<file path="src/rtl/norm_round_pipe.sv">
// Two-stage normaliser with round-to-nearest-even and exponent range check.
// Define NORM_SAT_EN to saturate the result on exponent overflow.
module norm_round_pipe #(
  parameter int unsigned SUM_W  = 20,
  parameter int unsigned EXP_W  = 6,
  parameter int unsigned MAN_W  = 11,
  parameter int unsigned EOUT_W = 7,
  parameter int          EXP_HI = 15,
  parameter int          EXP_LO = -14
) (
  input  logic              clk,
  input  logic              rst,
  input  logic              in_valid,
  output logic              in_ready,
  input  logic [SUM_W-1:0]  signed_sum,
  input  logic [EXP_W-1:0]  exp_max,
  output logic              out_valid,
  input  logic              out_ready,
  output logic              sign,
  output logic [MAN_W-1:0]  norm_sum,
  output logic [EOUT_W-1:0] exp_final,
  output logic              zero,
  output logic              ovf,
  output logic              udf
);

  localparam int unsigned PW = $clog2(SUM_W);
  // Wide enough that exp_max + shift + carry never wraps before the range check.
  localparam int unsigned FW = ((EXP_W > PW) ? EXP_W : PW) + 3;
  localparam logic signed [FW-1:0] EHI = FW'(EXP_HI);
  localparam logic signed [FW-1:0] ELO = FW'(EXP_LO);

  logic s1_valid, s2_valid, s1_load, s2_load;

  assign s2_load   = !s2_valid || out_ready;
  assign s1_load   = !s1_valid || s2_load;
  assign in_ready  = s1_load;
  assign out_valid = s2_valid;

  // Stage 1: magnitude and leading-one position
  logic [SUM_W-1:0] mag_c;
  logic [PW-1:0]    p_c;
  logic             zero_c;

  always_comb begin
    mag_c = signed_sum[SUM_W-1] ? (~signed_sum + 1'b1) : signed_sum;
    p_c   = '0;
    for (int i = 0; i < SUM_W; i++) begin
      if (mag_c[i]) p_c = PW'(i);
    end
    zero_c = (mag_c == '0);
  end

  logic             s1_sign, s1_zero;
  logic [SUM_W-1:0] s1_mag;
  logic [PW-1:0]    s1_p;
  logic [EXP_W-1:0] s1_exp;

  always_ff @(posedge clk or negedge rst) begin
    if (!rst) begin
      s1_valid <= 1'b0;
      s1_sign  <= 1'b0;
      s1_zero  <= 1'b0;
      s1_mag   <= '0;
      s1_p     <= '0;
      s1_exp   <= '0;
    end else if (s1_load) begin
      s1_valid <= in_valid;
      if (in_valid) begin
        s1_sign <= signed_sum[SUM_W-1];
        s1_zero <= zero_c;
        s1_mag  <= mag_c;
        s1_p    <= p_c;
        s1_exp  <= exp_max;
      end
    end
  end

  // Stage 2: shift, round, exponent adjust and range check
  logic [MAN_W-1:0]       mant, mant_fin;
  logic [MAN_W:0]         mant_rnd;
  logic [SUM_W-1:0]       low_mask;
  logic                   guard, sticky, round_up, carry;
  logic signed [FW-1:0]   exp_full;
  logic                   ovf_c, udf_c;
  logic                   sign_d, zero_d, ovf_d, udf_d;
  logic [MAN_W-1:0]       norm_d;
  logic [EOUT_W-1:0]      exp_d;

  always_comb begin
    mant     = '0;
    guard    = 1'b0;
    sticky   = 1'b0;
    low_mask = '0;
    if (32'(s1_p) <= MAN_W - 1) begin
      mant = MAN_W'(s1_mag << (MAN_W - 1 - 32'(s1_p)));
    end else begin
      mant     = MAN_W'(s1_mag >> (32'(s1_p) - (MAN_W - 1)));
      guard    = s1_mag[s1_p - PW'(MAN_W)];
      low_mask = ~({SUM_W{1'b1}} << (s1_p - PW'(MAN_W)));
      sticky   = |(s1_mag & low_mask);
    end
    round_up = guard & (sticky | mant[0]);
    mant_rnd = {1'b0, mant} + {{MAN_W{1'b0}}, round_up};
    carry    = mant_rnd[MAN_W];
    mant_fin = carry ? {1'b1, {(MAN_W-1){1'b0}}} : mant_rnd[MAN_W-1:0];
    exp_full = {{(FW-EXP_W){s1_exp[EXP_W-1]}}, s1_exp} + FW'(s1_p)
             - FW'(MAN_W - 1) + FW'(carry);
    ovf_c    = exp_full > EHI;
    udf_c    = exp_full < ELO;

    sign_d = s1_sign;
    norm_d = mant_fin;
    exp_d  = EOUT_W'(exp_full);
    zero_d = 1'b0;
    ovf_d  = 1'b0;
    udf_d  = 1'b0;
    if (s1_zero) begin
      sign_d = 1'b0;
      norm_d = '0;
      exp_d  = '0;
      zero_d = 1'b1;
    end else if (udf_c) begin
      // Flush to zero but keep the sign of the tiny value
      norm_d = '0;
      exp_d  = '0;
      zero_d = 1'b1;
      udf_d  = 1'b1;
    end else if (ovf_c) begin
      ovf_d = 1'b1;
`ifdef NORM_SAT_EN
      norm_d = '1;
      exp_d  = EOUT_W'(EXP_HI);
`else
      norm_d = mant_fin;
      exp_d  = EOUT_W'(exp_full);
`endif
    end
  end

  always_ff @(posedge clk or negedge rst) begin
    if (!rst) begin
      s2_valid  <= 1'b0;
      sign      <= 1'b0;
      norm_sum  <= '0;
      exp_final <= '0;
      zero      <= 1'b0;
      ovf       <= 1'b0;
      udf       <= 1'b0;
    end else if (s2_load) begin
      s2_valid <= s1_valid;
      if (s1_valid) begin
        sign      <= sign_d;
        norm_sum  <= norm_d;
        exp_final <= exp_d;
        zero      <= zero_d;
        ovf       <= ovf_d;
        udf       <= udf_d;
      end
    end
  end

endmodule

</file>
<file path="config.mk">
export PLATFORM = sky130hd
export DESIGN_NAME = norm_round_pipe
export DESIGN_NICKNAME = d
export VERILOG_FILES = /design/src/rtl/norm_round_pipe.sv
export SDC_FILE = /design/constraint.sdc
export NUM_CORES = 1
export LEC_CHECK = 0
export CAP_MARGIN = 30
export CORE_MARGIN = 1
export CORE_UTILIZATION = 40
export CTS_BUF_LIST = sky130_fd_sc_hd__clkbuf_16
export CTS_CLUSTER_DIAMETER = 60
export DETAILED_ROUTE_END_ITERATION = 10
export PLACE_DENSITY = 0.6
export RECOVER_POWER = 100
export SYNTH_ARGS = -nofsm -noshare
export SYNTH_HDL_FRONTEND = slang
export SYNTH_SLANG_ARGS = --single-unit
</file>
<file path="constraint.sdc">
create_clock -name clk -period 5.5 [get_ports clk]
set_input_delay 0.55 -clock clk [delete_from_list [all_inputs] [get_ports clk]]
set_output_delay 0.55 -clock clk [all_outputs]
set_load 0.02 [all_outputs]
</file>
# Yosys cells after proc, flatten, opt, wreduce, memory -nomap -nowiden
# Index checks and enable logic that the tools add are counted.
# Widths: inputs -> output; s select.
[totals] ram_bits=0 latch_bits=0 ff_bits=57 mem_bits_ro=0 memories=0 inputBits=30 out_inout_bits=24 elab_cells=78
[op_classes] shifts=3 order_cmp=4 add_sub_neg=8 n_eq_ne=0 bitwise_logic=5 multipliers=0 n_reduce_logical=8 div_mod_pow=0 muxes=37
[op_table] op="$mux 5" count=16
[op_table] op="$mux 11" count=4
[op_table] op="$not 20->20" count=2
[op_table] op="$shl 20x32->11" count=1
[op_table] op="$shr 20x32->11" count=1
[op_table] op="$add 20x1->20 const B" count=1
[op_table] op="$and 20x20->20" count=1
[op_table] op="$logic_not 20->1" count=1
[op_table] op="$mux 20" count=1
[op_table] op="$reduce_or 20->1" count=1
[op_table] op="$shl 20x5->20 const A" count=1
[op_table] op="$mux 7" count=2
[op_table] op="$add 11x1->12" count=1
[op_table] op="$mux 1" count=11
[op_table] op="$add 8x2->9" count=1
[op_table] op="$gt 9x5->1 const B" count=1
[op_table] op="$lt 9x5->1 const B" count=1
[op_table] op="$sub 7x5->8 const B" count=1
[op_table] op="$add 6x6->7" count=1
[op_table] op="$lt 5x6->1 const B" count=1
[op_table] op="$sub 4x5->6 const A" count=1
[op_table] op="$sub 5x4->6 const B" count=1
[op_table] op="$bmux 1 s5" count=1
[op_table] op="$le 5x4->1 const B" count=1
[op_table] op="7 further kinds" count=11

# Logic depth before layout (Yosys ltp)
[logic_depth] depth_word=22 mapped_depth=27 ltp_nobuf=22

# Worst setup path before layout
# Ideal clock, no wire load.
[synth_path] path_kind="register to register" startpoint="register s1_p[1]" endpoint="register norm_sum[5]" period_less_slack_ps=5587 t_arrival_ps=5518 t_required_ps=5431 setup_time_ps=69 slack_ps=-87 stages_incl_launch_ff=24 n_path_buf=3 cell_sequence="dfrtp_1 buf_2 inv_1 buf_2 ha_1 nor2b_1 buf_4 nor2_2 nor3_1 o211ai_1 o32a_2 or4b_4 nor4_4 fa_1 ha_1 inv_1 fa_1 inv_1 a21oi_1 o21bai_1 xor2_1 nand3_1 a211oi_1 a32o_1"
[synth_between] elab_chain_len=13 word_cells_on_any_way=25 cone_classes="7 x add/sub; 2 x order compare; 3 x shift; 8 x mux; 4 x bitwise; 1 x reduce/logical"
[synth_lines] item="start: declaration" line_no="56" source="logic [PW-1:0] s1_p;"
[synth_lines] item="start signal: assignment" line_no="73" source="s1_p <= p_c;"
[synth_lines] item="$sub 5x4->5" line_no="99, 100"
[synth_lines] item="$shl 20x5->20" line_no="100" source="low_mask = ~({SUM_W{1'b1}} << (s1_p - PW'(MAN_W)));"
[synth_lines] item="$not 20->20" line_no="100"
[synth_lines] item="$and 20x20->20" line_no="101" source="sticky = |(s1_mag & low_mask);"
[synth_lines] item="$reduce_or 20->1" line_no="101"
[synth_lines] item="$mux 1" line_no="95" source="if (32'(s1_p) <= MAN_W - 1) begin"
[synth_lines] item="$or 1x1->1" line_no="103" source="round_up = guard & (sticky | mant[0]);"
[synth_lines] item="$and 1x1->1" line_no="103"
[synth_lines] item="$add 11x1->12" line_no="104" source="mant_rnd = {1'b0, mant} + {{MAN_W{1'b0}}, round_up};"
[synth_lines] item="$add 8x2->9" line_no="108" source="- FW'(MAN_W - 1) + FW'(carry);"
[synth_lines] item="$lt 9x5->1" line_no="110" source="udf_c = exp_full < ELO;"
[synth_lines] item="$mux 11 (*)" line_no="123" source="end else if (udf_c) begin"
[synth_lines] item="$mux 11 (*)" line_no="118" source="if (s1_zero) begin"
[synth_lines] item="end signal: assignment" line_no="154" source="norm_sum <= norm_d;"
[synth_lines] item="end: declaration" line_no="20" source="output logic [MAN_W-1:0] norm_sum,"
# Every way passes the cells marked *; elsewhere a longest branch is shown, timed or not. The select of a mux whose other input is x is not followed.
# A chain may end at the register's enable or synchronous reset.

# Worst setup path after layout
[layout_path] startpoint="register s1_p[1]" endpoint="register norm_sum[2]"
# The elaborated chain is that of the path after synthesis.

==> impl_metrics.py <==
metrics = {
    "setup_path": {
        "crit_fanout": 27,
        "worstPathArrival_ns": 5.45,
        "timing.rr.end": "norm_sum[2]",
        "crit_start": "s1_p[1]",
        "start_kind": "flop",
        "required_ns": 5.71,
        "worst-path-buf-inv": 4,
        "cp.depth": 21,
        "cpMostUsedCell": "inv_1",
        "r2r-start": "s1_p[1]",
        "cp-endpoint": "norm_sum[2]",
        "cp_slowest_stage_delay_ns": 0.56,
        "cp_slowest_cell": "or4b_4",
        "ff2ff_path_depth": 21,
        "critPathTopFamily": "compound AO/OA/AOI/OAI gates",
        "crit_type": "reg -> reg",
        "crit_path_end_kind": "flop",
        "r2r_setup_slack_ns": 0.26,
        "crit_chain": "inv_1, ha_1, nor2b_2, buf_12, o21ai_0, o211ai_1, o211ai_1, o32a_2, or4b_4, nor4_4, fa_1, ha_1, inv_1, fa_1, inv_1, a21oi_1, o21bai_2, xor2_1, nand3_2, a211o_4, o41ai_1",
    },
    "timing": {
        "tightest_slew_ns": 2.955,
        "slew_violations": 102,
        "relSlewSlack": -0.9701,
        "hold_violations": 0,
        "min_period_ns": 5.237,
        "finalCritPeriodShare": 0.9522,
        "tns_ns": 0,
        "setup_ws_ns": 0.2627,
        "max_clock_freq_mhz": 190.9,
        "finClkSkew_ns": 0.006620,
        "setup_viol": 0,
    },
    "worst_hold_path": {
        "worstHoldPathCells": 2,
        "min_path_type": "reg -> reg",
    },
    "final_layout": {
        "final_area_sq_um": 6888,
        "final_net_count": 781,
        "final_util": 0.5140,
        "layout_common_cells": "nand2_1, dfrtp_1, o21ai_0, buf_4, nor2_1",
        "final_common_cell": "nand2_1",
        "drive_above_1_share": 0.1796,
        "area_growth_pct": 23.71,
        "num_antenna_cells": 0,
    },
    "route": {
        "routed_wire_length_per_instance_um": 19.25,
        "antenna_left": 0,
        "routed_wl_mm": 17.54,
        "dr_total_vias": 5419,
        "drt-pass1-iter-count": 5,
        "drc": 0,
        "via_per_inst": 5.948,
        "dr.first_iter.drc_count": 387,
    },
    "floorplan": {
        "fp.dieW_um": 120.0,
        "ios": 54,
        "die_y_um": 120.0,
        "die_area_sq_um": 14400,
        "start_util": 0.4155,
        "rows": 42,
        "coreArea_sq_um": 13400,
    },
    "placed_design": {
        "port_buffers": 53,
        "placed_area_sq_um": 6472,
        "hpwl_mm": 13.63,
        "gp_congestion": 0.9391,
        "post-place-ws_ns": 0.05872,
    },
    "clock_tree": {
        "cts_inserted_buffers": 9,
        "clkTransAtPathRegs_ns": 0.05,
        "cts_tree": "done",
        "cts_root_buf": "clkbuf_16",
        "clk_path_buf_depth": 2,
        "clk_latency_ns": 0.33,
        "hold_buffers": 0,
        "cts_max_level": 3,
        "clock-sinks": 57,
    },
    "power": {
        "static-leakage-power_uw": 0.002827,
        "powerDensity_nw_per_um2": 410.4,
        "ir_drop_uv": 150.0,
    },
    "yosys": {
        "ys_warn_count": 0,
        "synth-seq-cells": 57,
        "yosys-top-cells-area": "dfrtp_1, nand2_1, mux2i_1",
        "syn-num-nets": 709,
        "synth_top_area_share": 0.2562,
        "synthFlopType": "dfrtp_1",
        "synthArstFlopShare": 1.000,
        "synth.avg_cell_area_sq_um": 8.462,
        "synthCells": 658,
        "synth_enable_flop_cells": 0,
        "ys_seq_area_frac": 0.2562,
        "synthDistinctLibCells": 91,
        "netlist_area_sq_um": 5568,
        "synth_top_cell_by_area": "dfrtp_1",
    },
    "global_routing": {
        "grt_pass1_vias": 5305,
        "grt_usage": 0.2501,
        "antenna_found_initial": 0,
        "grt_pass1_wl_mm": 28.04,
        "grt_max_degree": 58,
        "grt_overflow_total": 0,
    },
    "job": {
        "drv_cap": 2,
    },
    "status": {
        "status": "finished, violations left",
        "violations": "capacitance limit, slew limit",
    },
}
-- area by class of cell --
| cell class | instances | area (sq um) |
|---|---|---|
| Clock buffer | 9 | 225.2 |
| Tap cell | 176 | 220.2 |
| Multi-Input combinational cell | 532 | 3919 |
| Sequential cell | 57 | 1429 |
| Clock inverter | 7 | 86.33 |
| Inverter | 31 | 116.4 |
| Fill cell | 1292 | 6513 |
| Timing Repair Buffer | 99 | 892.1 |
-- state kept, by name, indices dropped and copies added (netlist names) --
register	flops
s1_valid	1
zero	1
out_valid	1
sign	1
udf	1
norm_sum	11
s1_sign	1
s1_p	5
ovf	1
s1_zero	1
s1_mag	20
exp_final	7
s1_exp	6
-- worst min-delay path, stage by stage (launching register included) --
cell and delay (ns):
dfrtp_1 0.33, nand2_1 0.05, o41ai_1 0.05
-- synthesized netlist by cell type (all sizes together), types with 13 or more instances --
master and n:
nor2 31, ha 19, a21oi 30, nand3 16, xor2 14, xnor2 16, nor3 13, o211ai 25
mux2 14, buf 18, mux2i 27, dfrtp 57, nand2 87, clkbuf 20, inv 30, o21ai 53
-- cell families after synthesis --
logic type	count (synthesis)	synth area share
compound gates	212	0.2733
xor+xnor	30	0.04854
fa+ha+maj	21	0.04989
buf+inv	69	0.06000
flops	57	0.2562
mux	48	0.1072
simple gates	221	0.2049
-- through the flow --
stage	hold slack [ns]	power, uW	instances
detailed placement	0.4608	2200	894
global route	0.4921	3015	911
CTS	0.3789	2797	910
floorplan	0.2544	1632	658
global placement	0.4604	2187	894
finish	0.4664	2827	911
-- worst min path at each step --
| stage | slack [ns] | endpoint | start |
|---|---|---|---|
| floorplan | 0.25 | exp_final[0] | rst |
| global placement | 0.46 | norm_sum[4] | norm_sum[4] |
| detailed placement | 0.46 | ovf | ovf |
| CTS | 0.38 | udf | rst |
| global route | 0.49 | norm_sum[2] | norm_sum[2] |
| finish | 0.47 | ovf | ovf |
-- per-layer routing --
metal	GRT usage	part of all wire	vias to the layer above	routed length, um
met5	0	0	-	0
met4	0.08984	0.031	0	535
met3	0.05228	0.060	44	1051
met2	0.4080	0.46	194	8125
met1	0.3247	0.45	2566	7824
li1	-	-	2615	-
-- where the power goes --
part / total, uW / switching, uW / internal [uW]
Sequential: 616 / 93.6 / 522
Clock: 583 / 192 / 391
Combinational: 1630 / 924 / 705
Total: 2830 / 1210 / 1620
-- what timing repair did --
| action | in CTS | in global routing |
|---|---|---|
| resized for setup | 0 | 28 |
| setup buffers | 0 | 1 |
| endpoints found under the setup margin | 0 | 17 |
(Power assumes the default switching activity.)
